===== src/rtl/float_multiplier_seq_if.sv =====
// Operand/result handshake bundle for float_multiplier_seq.
// Both sides use valid/ready: a transfer happens on a rising clock edge
// where valid and ready are both high; a source holds valid and its payload
// stable until that edge, and ready may not depend on the partner's valid.
`timescale 1ns/1ps
interface float_multiplier_seq_if #(
  parameter int MANT_W = 10,
  parameter int EXP_W  = 5,
  parameter int OUT_W  = 15
);
  // Operand side (upstream -> multiplier)
  logic              iValid;
  logic              oReady;
  logic [MANT_W-1:0] iMant1;
  logic [MANT_W-1:0] iMant2;
  logic [EXP_W-1:0]  iExp1;
  logic [EXP_W-1:0]  iExp2;
  // Result side (multiplier -> downstream)
  logic              oValid;
  logic              iReady;
  logic [OUT_W-1:0]  oMantR;
  logic [EXP_W-1:0]  oExpR;
  logic              oZero;
  logic              oOvf;
  logic              oUnf;
  // FSM state for observation (0 IDLE, 1 NORM, 2 ROUND, 3 OUT)
  logic [1:0]        dbgState;

  modport slave (
    input  iValid, iMant1, iMant2, iExp1, iExp2, iReady,
    output oReady, oValid, oMantR, oExpR, oZero, oOvf, oUnf, dbgState
  );

  modport master (
    output iValid, iMant1, iMant2, iExp1, iExp2, iReady,
    input  oReady, oValid, oMantR, oExpR, oZero, oOvf, oUnf, dbgState
  );
endinterface


===== src/rtl/float_multiplier_seq.sv =====
// Sequential mantissa/exponent multiplier. Full-width signed product is
// normalised one bit per cycle, optionally rounded half-up, then saturated
// or flushed on exponent overflow/underflow. One operation in flight.
`timescale 1ns/1ps
module float_multiplier_seq #(
  parameter int MANT_W = 10,
  parameter int EXP_W  = 5,
  parameter int OUT_W  = 15,
  parameter int RND    = 0
) (
  input logic clkExt,
  input logic rstN,
  float_multiplier_seq_if.slave bus
);
  localparam int PW = 2 * MANT_W;  // product width
  localparam int EW = EXP_W + 2;   // internal exponent width

  localparam logic signed [EW-1:0] E_ONE  = EW'(1);
  localparam logic signed [EW-1:0] EMIN_I = EW'(-(2 ** (EXP_W - 1)));
  localparam logic signed [EW-1:0] EMAX_I = EW'(2 ** (EXP_W - 1) - 1);
  localparam logic [EXP_W-1:0] EMIN_O = {1'b1, {(EXP_W-1){1'b0}}};
  localparam logic [EXP_W-1:0] EMAX_O = {1'b0, {(EXP_W-1){1'b1}}};
  localparam logic [OUT_W-1:0] M_POS_MAX = {1'b0, {(OUT_W-1){1'b1}}};
  localparam logic [OUT_W-1:0] M_NEG_MAX = {1'b1, {(OUT_W-1){1'b0}}};
  localparam logic [OUT_W-1:0] M_HALF    = OUT_W'(1 << (OUT_W - 2));

  typedef enum logic [1:0] {
    IDLE  = 2'd0,
    NORM  = 2'd1,
    ROUND = 2'd2,
    OUT   = 2'd3
  } state_t;

  state_t                state_q, state_d;
  logic signed [PW-1:0]  p_q, p_d;
  logic signed [EW-1:0]  e_q, e_d;
  logic                  valid_q, valid_d;
  logic [OUT_W-1:0]      mant_q, mant_d;
  logic [EXP_W-1:0]      exp_q, exp_d;
  logic                  zero_q, zero_d;
  logic                  ovf_q, ovf_d;
  logic                  unf_q, unf_d;

  // Operand arithmetic: sign-extend to the product width so that the most
  // negative mantissa squared still fits.
  logic signed [PW-1:0]  mul_a, mul_b, prod;
  logic signed [EW-1:0]  exp_sum;
  assign mul_a   = {{MANT_W{bus.iMant1[MANT_W-1]}}, bus.iMant1};
  assign mul_b   = {{MANT_W{bus.iMant2[MANT_W-1]}}, bus.iMant2};
  assign prod    = mul_a * mul_b;
  // The +1 re-reads the product as Q1.(PW-1).
  assign exp_sum = {{2{bus.iExp1[EXP_W-1]}}, bus.iExp1}
                 + {{2{bus.iExp2[EXP_W-1]}}, bus.iExp2} + E_ONE;

  // Normalisation and rounding helpers, all from the registered P/E.
  logic                  p_is_zero, p_is_norm, rnd_bit, wrap;
  logic [OUT_W-1:0]      m_sum, m_fin;
  logic signed [EW-1:0]  e_fin;
  assign p_is_zero = (p_q == '0);
  assign p_is_norm = p_q[PW-1] ^ p_q[PW-2];
  assign rnd_bit   = (RND != 0) ? p_q[PW-1-OUT_W] : 1'b0;
  assign m_sum     = p_q[PW-1 -: OUT_W] + {{(OUT_W-1){1'b0}}, rnd_bit};
  // Only a positive mantissa can carry into the sign bit when rounding up.
  assign wrap      = ~p_q[PW-1] & m_sum[OUT_W-1];
  assign m_fin     = wrap ? M_HALF : m_sum;
  assign e_fin     = wrap ? (e_q + E_ONE) : e_q;

  // Next-state and datapath: defaults hold everything, states override.
  always_comb begin
    state_d = state_q;
    p_d     = p_q;
    e_d     = e_q;
    valid_d = valid_q;
    mant_d  = mant_q;
    exp_d   = exp_q;
    zero_d  = zero_q;
    ovf_d   = ovf_q;
    unf_d   = unf_q;
    unique case (state_q)
      IDLE: begin
        if (bus.iValid) begin
          p_d     = prod;
          e_d     = exp_sum;
          state_d = NORM;
        end
      end
      NORM: begin
        if (p_is_zero || p_is_norm) begin
          state_d = ROUND;
        end else begin
          p_d = {p_q[PW-2:0], 1'b0};
          e_d = e_q - E_ONE;
        end
      end
      ROUND: begin
        valid_d = 1'b1;
        state_d = OUT;
        zero_d  = 1'b0;
        ovf_d   = 1'b0;
        unf_d   = 1'b0;
        if (p_is_zero) begin
          mant_d = '0;
          exp_d  = EMIN_O;
          zero_d = 1'b1;
        end else if (e_fin < EMIN_I) begin
          mant_d = '0;
          exp_d  = EMIN_O;
          zero_d = 1'b1;
          unf_d  = 1'b1;
        end else if (e_fin > EMAX_I) begin
          mant_d = p_q[PW-1] ? M_NEG_MAX : M_POS_MAX;
          exp_d  = EMAX_O;
          ovf_d  = 1'b1;
        end else begin
          mant_d = m_fin;
          exp_d  = e_fin[EXP_W-1:0];
        end
      end
      OUT: begin
        if (bus.iReady) begin
          valid_d = 1'b0;
          state_d = IDLE;
        end
      end
      default: state_d = IDLE;
    endcase
  end

  // State and datapath registers; reset aborts any in-flight operation.
  always_ff @(posedge clkExt or negedge rstN) begin
    if (!rstN) begin
      state_q <= IDLE;
      p_q     <= '0;
      e_q     <= '0;
      valid_q <= 1'b0;
      mant_q  <= '0;
      exp_q   <= '0;
      zero_q  <= 1'b0;
      ovf_q   <= 1'b0;
      unf_q   <= 1'b0;
    end else begin
      state_q <= state_d;
      p_q     <= p_d;
      e_q     <= e_d;
      valid_q <= valid_d;
      mant_q  <= mant_d;
      exp_q   <= exp_d;
      zero_q  <= zero_d;
      ovf_q   <= ovf_d;
      unf_q   <= unf_d;
    end
  end

  assign bus.oReady   = (state_q == IDLE);
  assign bus.oValid   = valid_q;
  assign bus.oMantR   = mant_q;
  assign bus.oExpR    = exp_q;
  assign bus.oZero    = zero_q;
  assign bus.oOvf     = ovf_q;
  assign bus.oUnf     = unf_q;
  assign bus.dbgState = state_q;
endmodule


===== src/flat_wrapper.sv =====
// flat-port wrapper written by rule: the top's interface ports become plain ports
module float_multiplier_seq_flat 
#(
  parameter int MANT_W = 10,
  parameter int EXP_W  = 5,
  parameter int OUT_W  = 15,
  parameter int RND    = 0
)
  (clkExt, rstN, bus_iValid, bus_iMant1, bus_iMant2, bus_iExp1, bus_iExp2, bus_iReady, bus_oReady, bus_oValid, bus_oMantR, bus_oExpR, bus_oZero, bus_oOvf, bus_oUnf, bus_dbgState);
  float_multiplier_seq_if #(.MANT_W(MANT_W), .EXP_W(EXP_W), .OUT_W(OUT_W)) bus_i ();
  input logic clkExt;
  input logic rstN;
  input wire logic [$bits(bus_i.iValid)-1:0] bus_iValid;
  input wire logic [$bits(bus_i.iMant1)-1:0] bus_iMant1;
  input wire logic [$bits(bus_i.iMant2)-1:0] bus_iMant2;
  input wire logic [$bits(bus_i.iExp1)-1:0] bus_iExp1;
  input wire logic [$bits(bus_i.iExp2)-1:0] bus_iExp2;
  input wire logic [$bits(bus_i.iReady)-1:0] bus_iReady;
  output wire logic [$bits(bus_i.oReady)-1:0] bus_oReady;
  output wire logic [$bits(bus_i.oValid)-1:0] bus_oValid;
  output wire logic [$bits(bus_i.oMantR)-1:0] bus_oMantR;
  output wire logic [$bits(bus_i.oExpR)-1:0] bus_oExpR;
  output wire logic [$bits(bus_i.oZero)-1:0] bus_oZero;
  output wire logic [$bits(bus_i.oOvf)-1:0] bus_oOvf;
  output wire logic [$bits(bus_i.oUnf)-1:0] bus_oUnf;
  output wire logic [$bits(bus_i.dbgState)-1:0] bus_dbgState;
  assign bus_i.iValid = bus_iValid;
  assign bus_i.iMant1 = bus_iMant1;
  assign bus_i.iMant2 = bus_iMant2;
  assign bus_i.iExp1 = bus_iExp1;
  assign bus_i.iExp2 = bus_iExp2;
  assign bus_i.iReady = bus_iReady;
  assign bus_oReady = bus_i.oReady;
  assign bus_oValid = bus_i.oValid;
  assign bus_oMantR = bus_i.oMantR;
  assign bus_oExpR = bus_i.oExpR;
  assign bus_oZero = bus_i.oZero;
  assign bus_oOvf = bus_i.oOvf;
  assign bus_oUnf = bus_i.oUnf;
  assign bus_dbgState = bus_i.dbgState;
  float_multiplier_seq #(.MANT_W(MANT_W), .EXP_W(EXP_W), .OUT_W(OUT_W), .RND(RND)) u_core (.clkExt(clkExt), .rstN(rstN), .bus(bus_i));
endmodule

===== config.mk =====
export PLATFORM = sky130hd
export DESIGN_NAME = float_multiplier_seq_flat
export DESIGN_NICKNAME = d
export VERILOG_FILES = /design/src/rtl/float_multiplier_seq_if.sv /design/src/rtl/float_multiplier_seq.sv /design/src/flat_wrapper.sv
export SDC_FILE = /design/constraint.sdc
export NUM_CORES = 1
export LEC_CHECK = 0
export ABC_AREA = 1
export CAP_MARGIN = 30
export CORE_MARGIN = 2
export CORE_UTILIZATION = 24
export DETAILED_ROUTE_END_ITERATION = 10
export DONT_BUFFER_PORTS = 1
export GPL_TIMING_DRIVEN = 0
export PLACE_DENSITY = 0.37
export SYNTH_ARGS = -nofsm -noshare
export SYNTH_HDL_FRONTEND = slang
export SYNTH_SLANG_ARGS = --single-unit

===== constraint.sdc =====
create_clock -name clkExt -period 4.2 [get_ports clkExt]
set_clock_uncertainty 0.1 [all_clocks]
set_input_delay 0.42 -clock clkExt [delete_from_list [all_inputs] [get_ports clkExt]]
set_output_delay 0.42 -clock clkExt [all_outputs]
set_load 0.01 [all_outputs]

==> metrics.md <==
| Metric | Value |
|---|---|
| Run status | complete, but fails checks |
| Violations in the final reports | setup timing |
| Placed Cells | 1382 |
| Iter 0 DRT Violations | between 200 and 250 |
| Grt met3 use | 0.959% |
| Arr. time, crit path | 4.59 ns |
| Clk buf depth | 2 |
| Final WL | around 19000 um |
| Non-filler cells, final | 1420 |
| Dpl hpwl | 15700 um |
| Post-DR wirelength/cell | around 13 um |
| CTS tree | done |
| Area after DPL | 8340 sq um |
| Met1 usage | 16.7% |
| Crit path max fanout | 5 |
| Nets | approximately 1200 |
| Sequential share of the synthesized area | 18.2% |
| Gr ovfl total | 0 |
| Setup_tns | -2.02 ns |
| Crit path kind | input pin to flip-flop |
| Vias/cell | just over 4 |
| Max-Cap Viols | 0 |
| Primary FF master, synth | dfrtp_1 |
| Met2 Use GR | between 20% and 30% |
| Async SR Flop Fraction | 100% |
| EDFF count, synth | 0 |
| WHS | 0.205 ns |
| CP Capture Type | flip-flop |
| Hold Fails Final Rpt | 0 |
| Remaining DRCs | 0 |
| Startpoint types | input pin |
| Initial antenna violation count | 0 |
| CTS root buf | clkbuf_16 |
| CTS buffer count | 5 |
| Finished Cell Area | 9280 sq um |
| Final worst path period share | 107% |
| Detail Route Antenna Nets | 0 |
| Layout area overhead | 27.2% |
| CP Data Required Time | 4.29 ns |
| Clk_lat worst skew | roughly 0.29 ns |
| Via count | just under 6000 |
| H-tree lvl count | 2 |
| Starting Density | approximately 24% |
| Cell count after synthesis | between 900 and 1000 |
| Global placer's final weighted congestion | 0.755 |
| Register bit total from synthesis | 53 |
| Ys Warns | 0 |
| Pins Over Slew Limit | 0 |
| Slew HR | 53.3% |
| Die area | 31800 sq um |
| RSZ-0062 raised after global routing | yes |
| Syn Nets | around 1200 |
| Fmax | between 0.2 and 0.25 GHz |
| Post-Syn Area | 7290 sq um |
| Final setup viols | 10 |
| Min cycle time layout | around 4.5 ns |
| Reg2reg setup slack | roughly 1.9 ns |
| Clock net sink count | 53 |
| CTS clk-pin slew, worst paths | 0.07 ns |
| Die Wd | roughly 180 um |
| Die Y | around 180 um |
| Top-count cell post-synth | nand2_1 |
| TritonRoute pass-1 iters | 4 |
| Top cells by count, synth | 290 x nand2_1, 230 x inv_1, 92 x fa_1, 62 x ha_1, 54 x nor2_1 |
| Largest net degree at the start of global routing | 54 |
| Yosys top cell area share | between 20% and 30% |
| First-pass GRT wire length | 31600 um |
| Row Count | 63 |
| Setup ws final | -0.295 ns |
| Syn Area/Cell | around 7.4 sq um |
| Placeable Area | 29800 sq um |
| Vias in the first global route | just over 6000 |
| Port buffer count | 0 |
| Min-Delay Path Class | input pin to flip-flop |
| Layout cells sized above 1 | about 22% |
| Global routing's busiest layer | met2 |
| Worst slew pin tran | 0.701 ns |
| I/O pin cnt | a little over 60 |
| Synth top area cells | fa_1 25%, dfrtp_1 18%, nand2_1 15% |
| Yosys top cell by area | fa_1 |
| Yosys cell types | 36 |
| Total GRT Usage | 12.5% |
| Antenna diodes | 0 |
-- cell families (layout without fill, tap and decap cells) --
group / after synthesis / after routing / synth area share, %
AO/OA/AOI/OAI: 92 / 92 / 6.95
XOR/XNOR: 14 / 14 / 1.68
adder cells (fa/ha/maj): 154 / 154 / 35.9
buffers and inverters: 269 / 307 / 14.5
flip-flops: 53 / 53 / 18.2
AND/OR/NAND/NOR: 410 / 410 / 22.8
-- state kept, by name, summed over array words and instances (netlist names) --
register / flops
u_core.bus.oValid: 1
u_core.bus.oExpR: 5
u_core.bus.oZero: 1
u_core.bus.oUnf: 1
u_core.e_q: 7
u_core.bus.oMantR: 15
u_core.bus.oOvf: 1
u_core.p_q: 20
u_core.bus.dbgState: 2
-- worst max-delay path, cell delays in order --
cell       delay, ns
clkbuf_16       0.13
nand2_4         0.05
fa_2            0.63
inv_4           0.07
buf_4           0.13
fa_1            0.45
fa_1            0.48
fa_1            0.49
inv_1           0.05
fa_1            0.49
inv_2           0.05
ha_4            0.30
nand2_2         0.08
inv_2           0.09
nand2_4         0.06
nor3_2          0.09
nand2_1         0.08
nand2_2         0.07
inv_1           0.04
nand2_1         0.06
nand3_2         0.10
nand2_2         0.13
nand2_2         0.04
-- through the flow --
| stage | worst slack [ns] | utilization (%) |
|---|---|---|
| global route | -0.469 | 31.1 |
| finish | -0.295 | 31.1 |
| global placement | -0.761 | 28.0 |
| detailed placement | -0.745 | 28.0 |
| floorplan | -0.288 | - |
| CTS | -0.230 | 30.0 |
-- final timing paths --
check	start	to	cells after the start
max	bus_iMant1[9]	u_core.p_q[19]$_DFFE_PN0P_	23
min	bus_iReady	u_core.bus.oValid$_DFFE_PN0P_	2
max reg2reg	u_core.bus.dbgState[1]$_DFFE_PN0P_	u_core.p_q[13]$_DFFE_PN0P_	8
min reg2reg	u_core.p_q[16]$_DFFE_PN0P_	u_core.p_q[16]$_DFFE_PN0P_	2
max in group asynchronous	rstN	u_core.bus.dbgState[1]$_DFFE_PN0P_	2
min in group asynchronous	rstN	u_core.p_q[2]$_DFFE_PN0P_	2
-- placed cells by master, fill, tap and decap left out, types with 18 or more instances in the layout --
cell type / instances
nand2_1: 238
inv_1: 200
fa_1: 85
dfrtp_1: 53
nor2_1: 48
ha_1: 44
nand2_2: 36
o21ai_0: 34
nand3_1: 32
inv_2: 30
buf_4: 21
nand2_4: 19
ha_4: 18
-- what timing repair did --
item	in CTS	in global routing
hold buffers	2	0
gates cloned	1	0
hold endpoints to repair	53	0
pin swaps	55	62
resized for setup	52	68
endpoints found under the setup margin	12	13
buffers inserted	16	11
-- per-layer routing --
layer | part of all wire [%] | vias to the layer above | wire length (um)
met5 | 0 | - | 0
li1 | - | 3022 | -
met2 | 50 | 42 | 9400
met4 | 0.51 | 0 | 95
met3 | 1.4 | 7 | 260
met1 | 48 | 2817 | 9040
-- cell type report --
| type | instances | area, sq um |
|---|---|---|
| clock inverter | 1 | 30.0 |
| inverter | 233 | 882 |
| clock buffer | 7 | 143 |
| timing repair buffer | 30 | 305 |
| multi-input combinational | 670 | 5620 |
| tap | 390 | 488 |
| fill | 3257 | 20500 |
| sequential | 53 | 1330 |
| buffer | 36 | 484 |
Power is not shown: default switching activity piles up to over one toggle a cycle in this logic, so the estimate is an artifact.
